`src/rtl/adc_dec_formatter.sv`:
```
// ADC sample to ASCII decimal line formatter for a byte-wide UART.
// Emits "+ddddd\r\n" per sample and "E\r\n" once per driver error episode.
module adc_dec_formatter #(
    parameter int SIGNED = 1
) (
    input  logic        i_clk,
    input  logic        i_rst_n,
    input  logic [15:0] i_data,
    input  logic        i_valid,
    input  logic        i_error,
    output logic        o_ready,
    output logic [7:0]  o_tx_data,
    output logic        o_tx_start,
    input  logic        i_tx_busy,
    output logic [7:0]  o_drop_cnt
);

    typedef enum logic [1:0] {
        IDLE,
        CONV,
        SEND,
        ERR
    } state_t;

    state_t      state_q;
    state_t      state_d;

    logic [15:0] mag_q;
    logic [19:0] bcd_q;
    logic [3:0]  bit_cnt_q;
    logic [2:0]  idx_q;
    logic [7:0]  sign_q;
    logic        start_q;
    logic [7:0]  tx_data_q;
    logic [7:0]  drop_q;
    logic        err_sent_q;

    logic        is_neg;
    logic [15:0] mag_in;
    logic        err_go;
    logic        tx_go;
    logic        last_byte;
    logic [15:0] bcd_adj;
    logic [7:0]  byte_sel;

    always_comb begin
        is_neg    = (SIGNED != 0) && i_data[15];
        mag_in    = is_neg ? (~i_data + 16'd1) : i_data;
        err_go    = i_error && !err_sent_q;
        tx_go     = ((state_q == SEND) || (state_q == ERR))
                    && !i_tx_busy && !start_q;
        last_byte = (state_q == SEND) ? (idx_q == 3'd7)
                                      : (idx_q == 3'd2);
    end

    // Top digit never exceeds 6, so it never needs the add-3 step.
    always_comb begin
        bcd_adj = bcd_q[15:0];
        for (int i = 0; i < 4; i++) begin
            if (bcd_q[4*i +: 4] >= 4'd5) begin
                bcd_adj[4*i +: 4] = bcd_q[4*i +: 4] + 4'd3;
            end
        end
    end

    always_comb begin
        byte_sel = 8'h0A;
        if (state_q == SEND) begin
            case (idx_q)
                3'd0:    byte_sel = sign_q;
                3'd1:    byte_sel = {4'h3, bcd_q[19:16]};
                3'd2:    byte_sel = {4'h3, bcd_q[15:12]};
                3'd3:    byte_sel = {4'h3, bcd_q[11:8]};
                3'd4:    byte_sel = {4'h3, bcd_q[7:4]};
                3'd5:    byte_sel = {4'h3, bcd_q[3:0]};
                3'd6:    byte_sel = 8'h0D;
                default: byte_sel = 8'h0A;
            endcase
        end else begin
            case (idx_q)
                3'd0:    byte_sel = 8'h45;
                3'd1:    byte_sel = 8'h0D;
                default: byte_sel = 8'h0A;
            endcase
        end
    end

    always_ff @(posedge i_clk) begin
        if (!i_rst_n) begin
            state_q <= IDLE;
        end else begin
            state_q <= state_d;
        end
    end

    always_comb begin
        state_d = state_q;
        case (state_q)
            IDLE: begin
                if (err_go) begin
                    state_d = ERR;
                end else if (i_valid) begin
                    state_d = CONV;
                end
            end
            CONV: begin
                if (bit_cnt_q == 4'd15) begin
                    state_d = SEND;
                end
            end
            SEND, ERR: begin
                if (tx_go && last_byte) begin
                    state_d = IDLE;
                end
            end
            default: state_d = IDLE;
        endcase
    end

    always_comb begin
        o_ready    = (state_q == IDLE) && i_rst_n;
        o_tx_start = start_q;
        o_tx_data  = tx_data_q;
        o_drop_cnt = drop_q;
    end

    always_ff @(posedge i_clk) begin
        if (!i_rst_n) begin
            mag_q      <= '0;
            bcd_q      <= '0;
            bit_cnt_q  <= '0;
            idx_q      <= '0;
            sign_q     <= '0;
            start_q    <= 1'b0;
            tx_data_q  <= '0;
            drop_q     <= '0;
            err_sent_q <= 1'b0;
        end else begin
            start_q <= 1'b0;
            case (state_q)
                IDLE: begin
                    if (err_go) begin
                        idx_q <= '0;
                    end else if (i_valid) begin
                        mag_q     <= mag_in;
                        bcd_q     <= '0;
                        bit_cnt_q <= '0;
                        idx_q     <= '0;
                        sign_q    <= is_neg ? 8'h2D : 8'h2B;
                    end
                end
                CONV: begin
                    bcd_q     <= {bcd_q[18:16], bcd_adj, mag_q[15]};
                    mag_q     <= {mag_q[14:0], 1'b0};
                    bit_cnt_q <= bit_cnt_q + 4'd1;
                end
                SEND, ERR: begin
                    if (tx_go) begin
                        start_q   <= 1'b1;
                        tx_data_q <= byte_sel;
                        idx_q     <= idx_q + 3'd1;
                    end
                end
                default: ;
            endcase

            if (i_valid && (state_q != IDLE) && (drop_q != 8'hFF)) begin
                drop_q <= drop_q + 8'd1;
            end

            if (!i_error) begin
                err_sent_q <= 1'b0;
            end else if ((state_q == ERR) && tx_go && last_byte) begin
                err_sent_q <= 1'b1;
            end
        end
    end

endmodule

```
`config.mk`:
```
export PLATFORM = sky130hd
export DESIGN_NAME = adc_dec_formatter
export DESIGN_NICKNAME = d
export VERILOG_FILES = /design/src/rtl/adc_dec_formatter.sv
export SDC_FILE = /design/constraint.sdc
export NUM_CORES = 1
export LEC_CHECK = 0
export BUFFER_PORTS_ARGS = -buffer_cell sky130_fd_sc_hd__clkbuf_2
export CORE_ASPECT_RATIO = 1.4
export CORE_UTILIZATION = 35
export DETAILED_ROUTE_END_ITERATION = 16
export PLACE_DENSITY = 0.5
export SYNTH_ARGS = -nofsm -noshare
export SYNTH_HDL_FRONTEND = slang
export SYNTH_SLANG_ARGS = --single-unit
```
`constraint.sdc`:
```
create_clock -name i_clk -period 1.9 [get_ports i_clk]
set_clock_uncertainty 0.2 [all_clocks]
set_input_delay 0.285 -clock i_clk [delete_from_list [all_inputs] [get_ports i_clk]]
set_output_delay 0.285 -clock i_clk [all_outputs]
set_load 0.005 [all_outputs]
```
==> flow_summary.json, run 1 <==
{
  "crit_type": "reg2reg",
  "crit_path_top_delay_cell": "dfxtp_1",
  "core_area_um2": 9510,
  "synthAdderAreaFrac_pct": 6.17,
  "synth_cell_types": 51,
  "ys_seq_area_share_pct": 37.7,
  "crit_fanout": 8,
  "slew_headroom_pct": 64.6,
  "final_cell_mix": "dfxtp_1 (65), nor2_1 (45), buf_4 (42), clkbuf_2 (37), a21oi_1 (35)",
  "routed_wl_mm": 8.67,
  "htreeDepth": 3,
  "setup_viol": 0,
  "synth_mux_area_share_pct": 1.23,
  "worstPathCellList": "inv_1 -> ha_2 -> buf_4 -> a22oi_1 -> a21oi_1 -> nor3_2 -> o21ai_1 -> and2_1",
  "dr.first_iter.drc_count": 118,
  "synthArstFlopShare_pct": 0,
  "synth_cells": 420,
  "yosys_warnings": 0,
  "rsz0062_at_grt": "true",
  "place_area_um2": 4050,
  "clk_pin_slew_worst_paths_ps": 50,
  "clock-root-buffer": "clkbuf_16",
  "cts_sinks": 65,
  "cp-end-kind": "flip-flop",
  "path_delay_family": "flip-flops",
  "dieArea_um2": 10300,
  "grt_util_met1_pct": 22.1,
  "worstMarginPinSlew_ps": 518,
  "synth_top_family_by_area": "compound AO/OA/AOI/OAI gates",
  "wire_per_inst_um": 13.9,
  "top_usage_layer": "met2",
  "cp.arrival_ps": 1880,
  "nNetsFinal": 525,
  "die-height_um": 119,
  "syn_nets": 458,
  "startpoint_type": "flip-flop",
  "yosys.area_share.simple_pct": 18.3,
  "hold_depth": 3,
  "min_path_type": "in2reg",
  "final_area_um2": 4450,
  "firstDrtPassIters": 5,
  "post-route-period-util_pct": 97.9,
  "syn_area_um2": 3450,
  "route.antenna.remaining_nets": 0,
  "dp_hpwl_mm": 6.24,
  "place.gp.congestion": 0.805,
  "synthFlopType": "dfxtp_1",
  "slew_viol_final": 0,
  "io-pin-count": 39,
  "avgViaCountPerCell": 5.14,
  "finalPower_w": 0.00371,
  "grtUsageTotal_pct": 18.1,
  "finalHoldViolations": 0,
  "cellPowerDensity_nw_per_um2": 835,
  "worstRegToRegCells": 8,
  "ir_drop_uv": 373,
  "port_buffers": 37,
  "fp-row-count": 42,
  "p_leak_nw": 1.76,
  "areaGrowthSynthToFinish_pct": 29.0,
  "clock.fmax_mhz": 537,
  "numCtsBuffers": 9,
  "synth_edf_count": 0,
  "cts_buffer_depth": 2,
  "antenna_found_initial": 0,
  "status": "complete, no violations",
  "netlist_top_cells_area": "dfxtp_1 (38%), ha_1 (6.2%), a21oi_1 (5.1%), nor2_1 (4.9%), nand2_1 (3.7%)",
  "die_w_um": 85.9,
  "crit_buf_inv": 2,
  "drive_above_1_share_pct": 23.0,
  "n_antenna_cell": 0,
  "cp_num_cells": 8,
  "start_util_pct": 36.2,
  "synth.avg_cell_area_um2": 8.21,
  "ys_ff_latch": 65,
  "final_common_cell": "dfxtp_1",
  "vias": 3207,
  "grt_pass1_wl_mm": 14.6,
  "crit_required_ps": 1920,
  "post_cts_buffers": 0,
  "grt_pass1_vias": 3117,
  "cts_tree": "done",
  "synthXorXnorAreaFrac_pct": 6.35,
  "maxCapViolations": 0,
  "netlist.area_leader.share_pct": 37.7,
  "max_stage_delay_ps": 360,
  "drc": 0,
  "synth_compound_gate_area_share_pct": 24.6,
  "grt_util_met2_pct": 30.7,
  "layout_min_cycle_time_ps": 1860,
  "grt_use_met3_pct": 2.98,
  "clock_latency_ps": 330,
  "synth_area_leader_cell": "dfxtp_1",
  "overflow": 0,
  "grt_max_degree": 38
}
==> worst register-to-register path, cell delays in order (launching register included) <==
cell	delay [ps]
dfxtp_1	360
inv_1	90
ha_2	250
buf_4	160
a22oi_1	180
a21oi_1	110
nor3_2	190
o21ai_1	70
and2_1	150
==> kinds of logic (layout without fill, tap and decap cells) <==
group,count (synthesis),in the layout
AOI/OAI and AO/OA,129,129
other,1,1
xor gates and xnor gates,25,25
DFF,65,65
and+or+nand+nor,134,134
muxes,4,4
adders and majority gates,17,17
buffers and inverters,45,117
==> Yosys cell counts, drive strengths merged, types with 2 or more instances <==
| cell | count |
|---|---|
| dfxtp | 65 |
| nor2 | 45 |
| a21oi | 35 |
| nand2 | 34 |
| o21ai | 24 |
| clkbuf | 22 |
| inv | 18 |
| ha | 17 |
| a22oi | 15 |
| nand3 | 13 |
| xnor2 | 13 |
| xor2 | 12 |
| o221ai | 11 |
| nor3 | 10 |
| o211ai | 8 |
| nand2b | 7 |
| or3 | 5 |
| a211oi | 4 |
| a21o | 4 |
| a31oi | 4 |
| a32oi | 4 |
| buf | 4 |
| nand4 | 4 |
| nor2b | 4 |
| o31ai | 4 |
| a221oi | 3 |
| and2 | 3 |
| nor3b | 3 |
| o22ai | 3 |
| a2111oi | 2 |
| mux2 | 2 |
| mux2i | 2 |
| o21a | 2 |
| o41ai | 2 |
| or2 | 2 |
==> through the flow <==
step,util (%),hold WS [ps],std cells,setup TNS [ps],setup slack [ps]
floorplan,-,204,420,0,15.6
global placement,42.6,244,607,-161,-107
detailed placement,42.6,249,607,-249,-127
CTS,46.3,49.8,624,0,0.585
global route,46.7,55.4,624,-63.5,-39.0
finish,46.7,55.4,624,0,39.1
==> registers in the layout, indices dropped and copies added, names as in the netlist, 2 cells and up <==
signal and flops:
bit_cnt_q 4, state_q 2, mag_q 16, idx_q 3, sign_q 3, o_drop_cnt 8
o_tx_data 7, bcd_q 20
==> timing repair <==
action | CTS | global route
hold buffers | 1 | 0
gates resized for setup | 6 | 9
pin swaps | 0 | 0
endpoints found under the hold margin | 1 | 0
setup endpoints to repair | 6 | 6
==> routing by layer <==
metal | vias to the layer above | part of all wire, % | wire length, µm
li1 | 1640 | - | -
met1 | 1506 | 44 | 3840
met2 | 51 | 51 | 4460
met3 | 10 | 2.5 | 217
met4 | 0 | 1.8 | 154
met5 | - | 0 | 0
==> power by group <==
group / total, W / switching [W] / internal [W]
clock network: 0.00179 / 0.000608 / 0.00118
registers: 0.00146 / 0.0000381 / 0.00142
logic: 0.000459 / 0.000257 / 0.000202
total: 0.00371 / 0.000903 / 0.00281
==> area by class of cell <==
class	instances	area, µm²
clock buffers	11	243
clock inverters	5	78.8
well taps	132	165
flip-flops and latches	65	1300
inverters	18	67.6
repair buffers	83	571
fillers	972	5070
multi-input cells	310	2020
==> final timing paths <==
check,slack (ps),from,endpoint
max,40,idx_q[1],o_tx_data[1]
min,60,i_data[14],mag_q[15]
max reg2reg,40,idx_q[1],o_tx_data[1]
min reg2reg,250,mag_q[0],mag_q[0]
(Power assumes the default switching activity.)
==> run 2, diff against run 1 <==
BUFFER_PORTS_ARGS = -buffer_cell sky130_fd_sc_hd__buf_2   (was -buffer_cell sky130_fd_sc_hd__clkbuf_2)
GPL_TIMING_DRIVEN = 0   (was default)
==> run 2 against run 1 <==
Global-route usage increased by 2.1 points. Sequential cell count is the same. Core utilization decreased by 0.86 points. First-iteration DRC count down 0.85%. Critical path depth shrank 3. Register-to-register slack improved by 40 ps. Sequential power barely moved. Setup slack better by 43 ps. Maximum frequency is 2.4% higher. Critical endpoint is now mag_q[15]. Largest power group unchanged.
==> flow_summary.json, run 2 (synthesized netlist as in run 1, its figures left out) <==
{
  "routed_wl_mm": 9.70,
  "worstHoldStart": "i_data[0]",
  "setup_viol": 0,
  "reg2reg_from": "state_q[0]",
  "hold_depth": 3,
  "drive_above_1_share_pct": 21.1,
  "cts_buffer_depth": 2,
  "port_buffers": 37,
  "numCtsBuffers": 9,
  "final_common_cell": "dfxtp_1",
  "p_sw_share_pct": 23.6,
  "worstMarginPinSlew_ps": 656,
  "p_leak_nw": 1.66,
  "hold_ws_ps": 49.4,
  "slew_viol_final": 0,
  "grt_pass1_wl_mm": 15.9,
  "areaGrowthSynthToFinish_pct": 26.6,
  "layout_min_cycle_time_ps": 1820,
  "clk_pin_slew_worst_paths_ps": 60,
  "nNetsFinal": 506,
  "place_area_um2": 3800,
  "min_path_type": "in2reg",
  "post-route-period-util_pct": 95.7,
  "die_w_um": 85.9,
  "die-height_um": 119,
  "final_cell_mix": "dfxtp_1 (61), nor2_1 (44), buf_2 (38), a21oi_1 (34), nand2_1 (33)",
  "dp_hpwl_mm": 6.94,
  "status": "complete, no violations",
  "ir_drop_uv": 410,
  "crit_type": "reg2reg",
  "fp-row-count": 42,
  "p_comb_share_pct": 11.8,
  "cellPowerDensity_nw_per_um2": 885,
  "final_util_pct": 45.9,
  "startpoint_type": "flip-flop",
  "core_area_um2": 9510,
  "cp-end-kind": "flip-flop",
  "p_sw_w": 0.000910,
  "cts_tree": "done",
  "wire_per_inst_um": 16.0,
  "dr.first_iter.drc_count": 117,
  "htreeDepth": 3,
  "clock_latency_ps": 330,
  "min_to": "mag_q[0]",
  "firstDrtPassIters": 4,
  "finalHoldViolations": 0,
  "cts_sinks": 65,
  "seq_power_share_pct": 37.8,
  "worstRegToRegCells": 5,
  "vias": 3194,
  "top_register": "bcd_q",
  "overflow": 0,
  "grtUsageTotal_pct": 20.2,
  "post-place-ws_ps": -354,
  "grt_pass1_vias": 3171,
  "largest_reg_flops": 20,
  "clock.fmax_mhz": 550,
  "power_frac_clock_pct": 50.4,
  "final_area_um2": 4360,
  "r2r_setup_slack_ps": 80,
  "crit_fanout": 5,
  "worst_r2r_endpoint": "mag_q[15]",
  "drc": 0,
  "crit_path_top_delay_cell": "or4_1",
  "place.gp.congestion": 0.824,
  "clock-root-buffer": "clkbuf_16",
  "p_int_w": 0.00295,
  "n_antenna_cell": 0,
  "antenna_found_initial": 0,
  "avgViaCountPerCell": 5.28,
  "worstPathCellList": "or2_4 -> nor3b_4 -> nand2_2 -> or4_1 -> a21oi_1",
  "route.antenna.remaining_nets": 0,
  "slew_headroom_pct": 56.3,
  "dieArea_um2": 10300,
  "io-pin-count": 39,
  "start_util_pct": 36.2,
  "crit_required_ps": 1960,
  "maxCapViolations": 0,
  "fin_ws_ps": 82.0,
  "cp.arrival_ps": 1870,
  "grt_max_degree": 14,
  "max_stage_delay_ps": 420,
  "finalPower_w": 0.00386
}
[run 2: cell types whose count changed in the layout (fill, tap and decap cells not counted), sizes merged]
cell and delta:
bufinv +1, clkinv -2, buf +1, clkbuf -20, dlygate4sd1 +1
[run 2: worst max-delay path: cells and delay by family, from the launching register on]
family | cells | cell delay [ps]
flip-flops | 1 | 340
AND/OR/NAND/NOR | 4 | 1060
AO/OA/AOI/OAI | 1 | 140
[run 2: metal layers]
layer | wire (µm) | up-vias | share of wire [%] | track usage, %
li1 | - | 1608 | - | -
met2 | 5180 | 56 | 53 | 36.9
met1 | 4080 | 1519 | 42 | 23.4
met3 | 285 | 11 | 2.9 | 3.05
met4 | 153 | 0 | 1.6 | 7.50
met5 | 0 | - | 0 | 0
[run 2: power groups by stage]
stage / Sequential, W / Combinational (W) / Clock (W)
2_1_floorplan: 0.00148 / 0.000267 / 0
3_3_place_gp: 0.00149 / 0.000409 / 0
4_1_cts: 0.00146 / 0.000442 / 0.00199
6_report: 0.00146 / 0.000457 / 0.00195
3_5_place_dp: 0.00149 / 0.000412 / 0
5_1_grt: 0.00147 / 0.000509 / 0.00205
[run 2: area by class of cell]
cell class / instances / area (µm²)
clock buffers: 12 / 256
plain buffers: 22 / 136
multi-input cells: 310 / 2100
inverters: 18 / 67.6
fillers: 958 / 5150
clock inverters: 4 / 98.8
well taps: 132 / 165
repair buffers: 42 / 225
flip-flops and latches: 65 / 1310
[run 2: what timing repair did]
item                                   CTS  global route
pin swaps                                3             3
gates resized for setup                 31            34
endpoints found under the hold margin    1             0
setup endpoints to repair               52            46
setup buffers                            2             2
cloned                                   0             0
hold buffers                             1             0
[run 2: how the worst max path moves through the flow]
| stage | cells past startpoint | slack [ps] | start | endpoint |
|---|---|---|---|---|
| 4_1_cts | 8 | 1 | idx_q[1] | o_tx_data[0] |
| 6_report | 5 | 80 | state_q[0] | mag_q[15] |
| 3_3_place_gp | 6 | -370 | state_q[0] | bcd_q[6] |
| 2_1_floorplan | 6 | 20 | idx_q[2] | o_tx_data[0] |
| 5_1_grt | 7 | -10 | err_sent_q | bcd_q[6] |
| 3_5_place_dp | 6 | -350 | state_q[0] | bcd_q[6] |
[run 2: stage by stage]
stage	std cells	setup TNS, ps
finish	605	0
floorplan	420	0
detailed placement	589	-11740
CTS	603	0
global route	605	-11.2
global placement	589	-11680
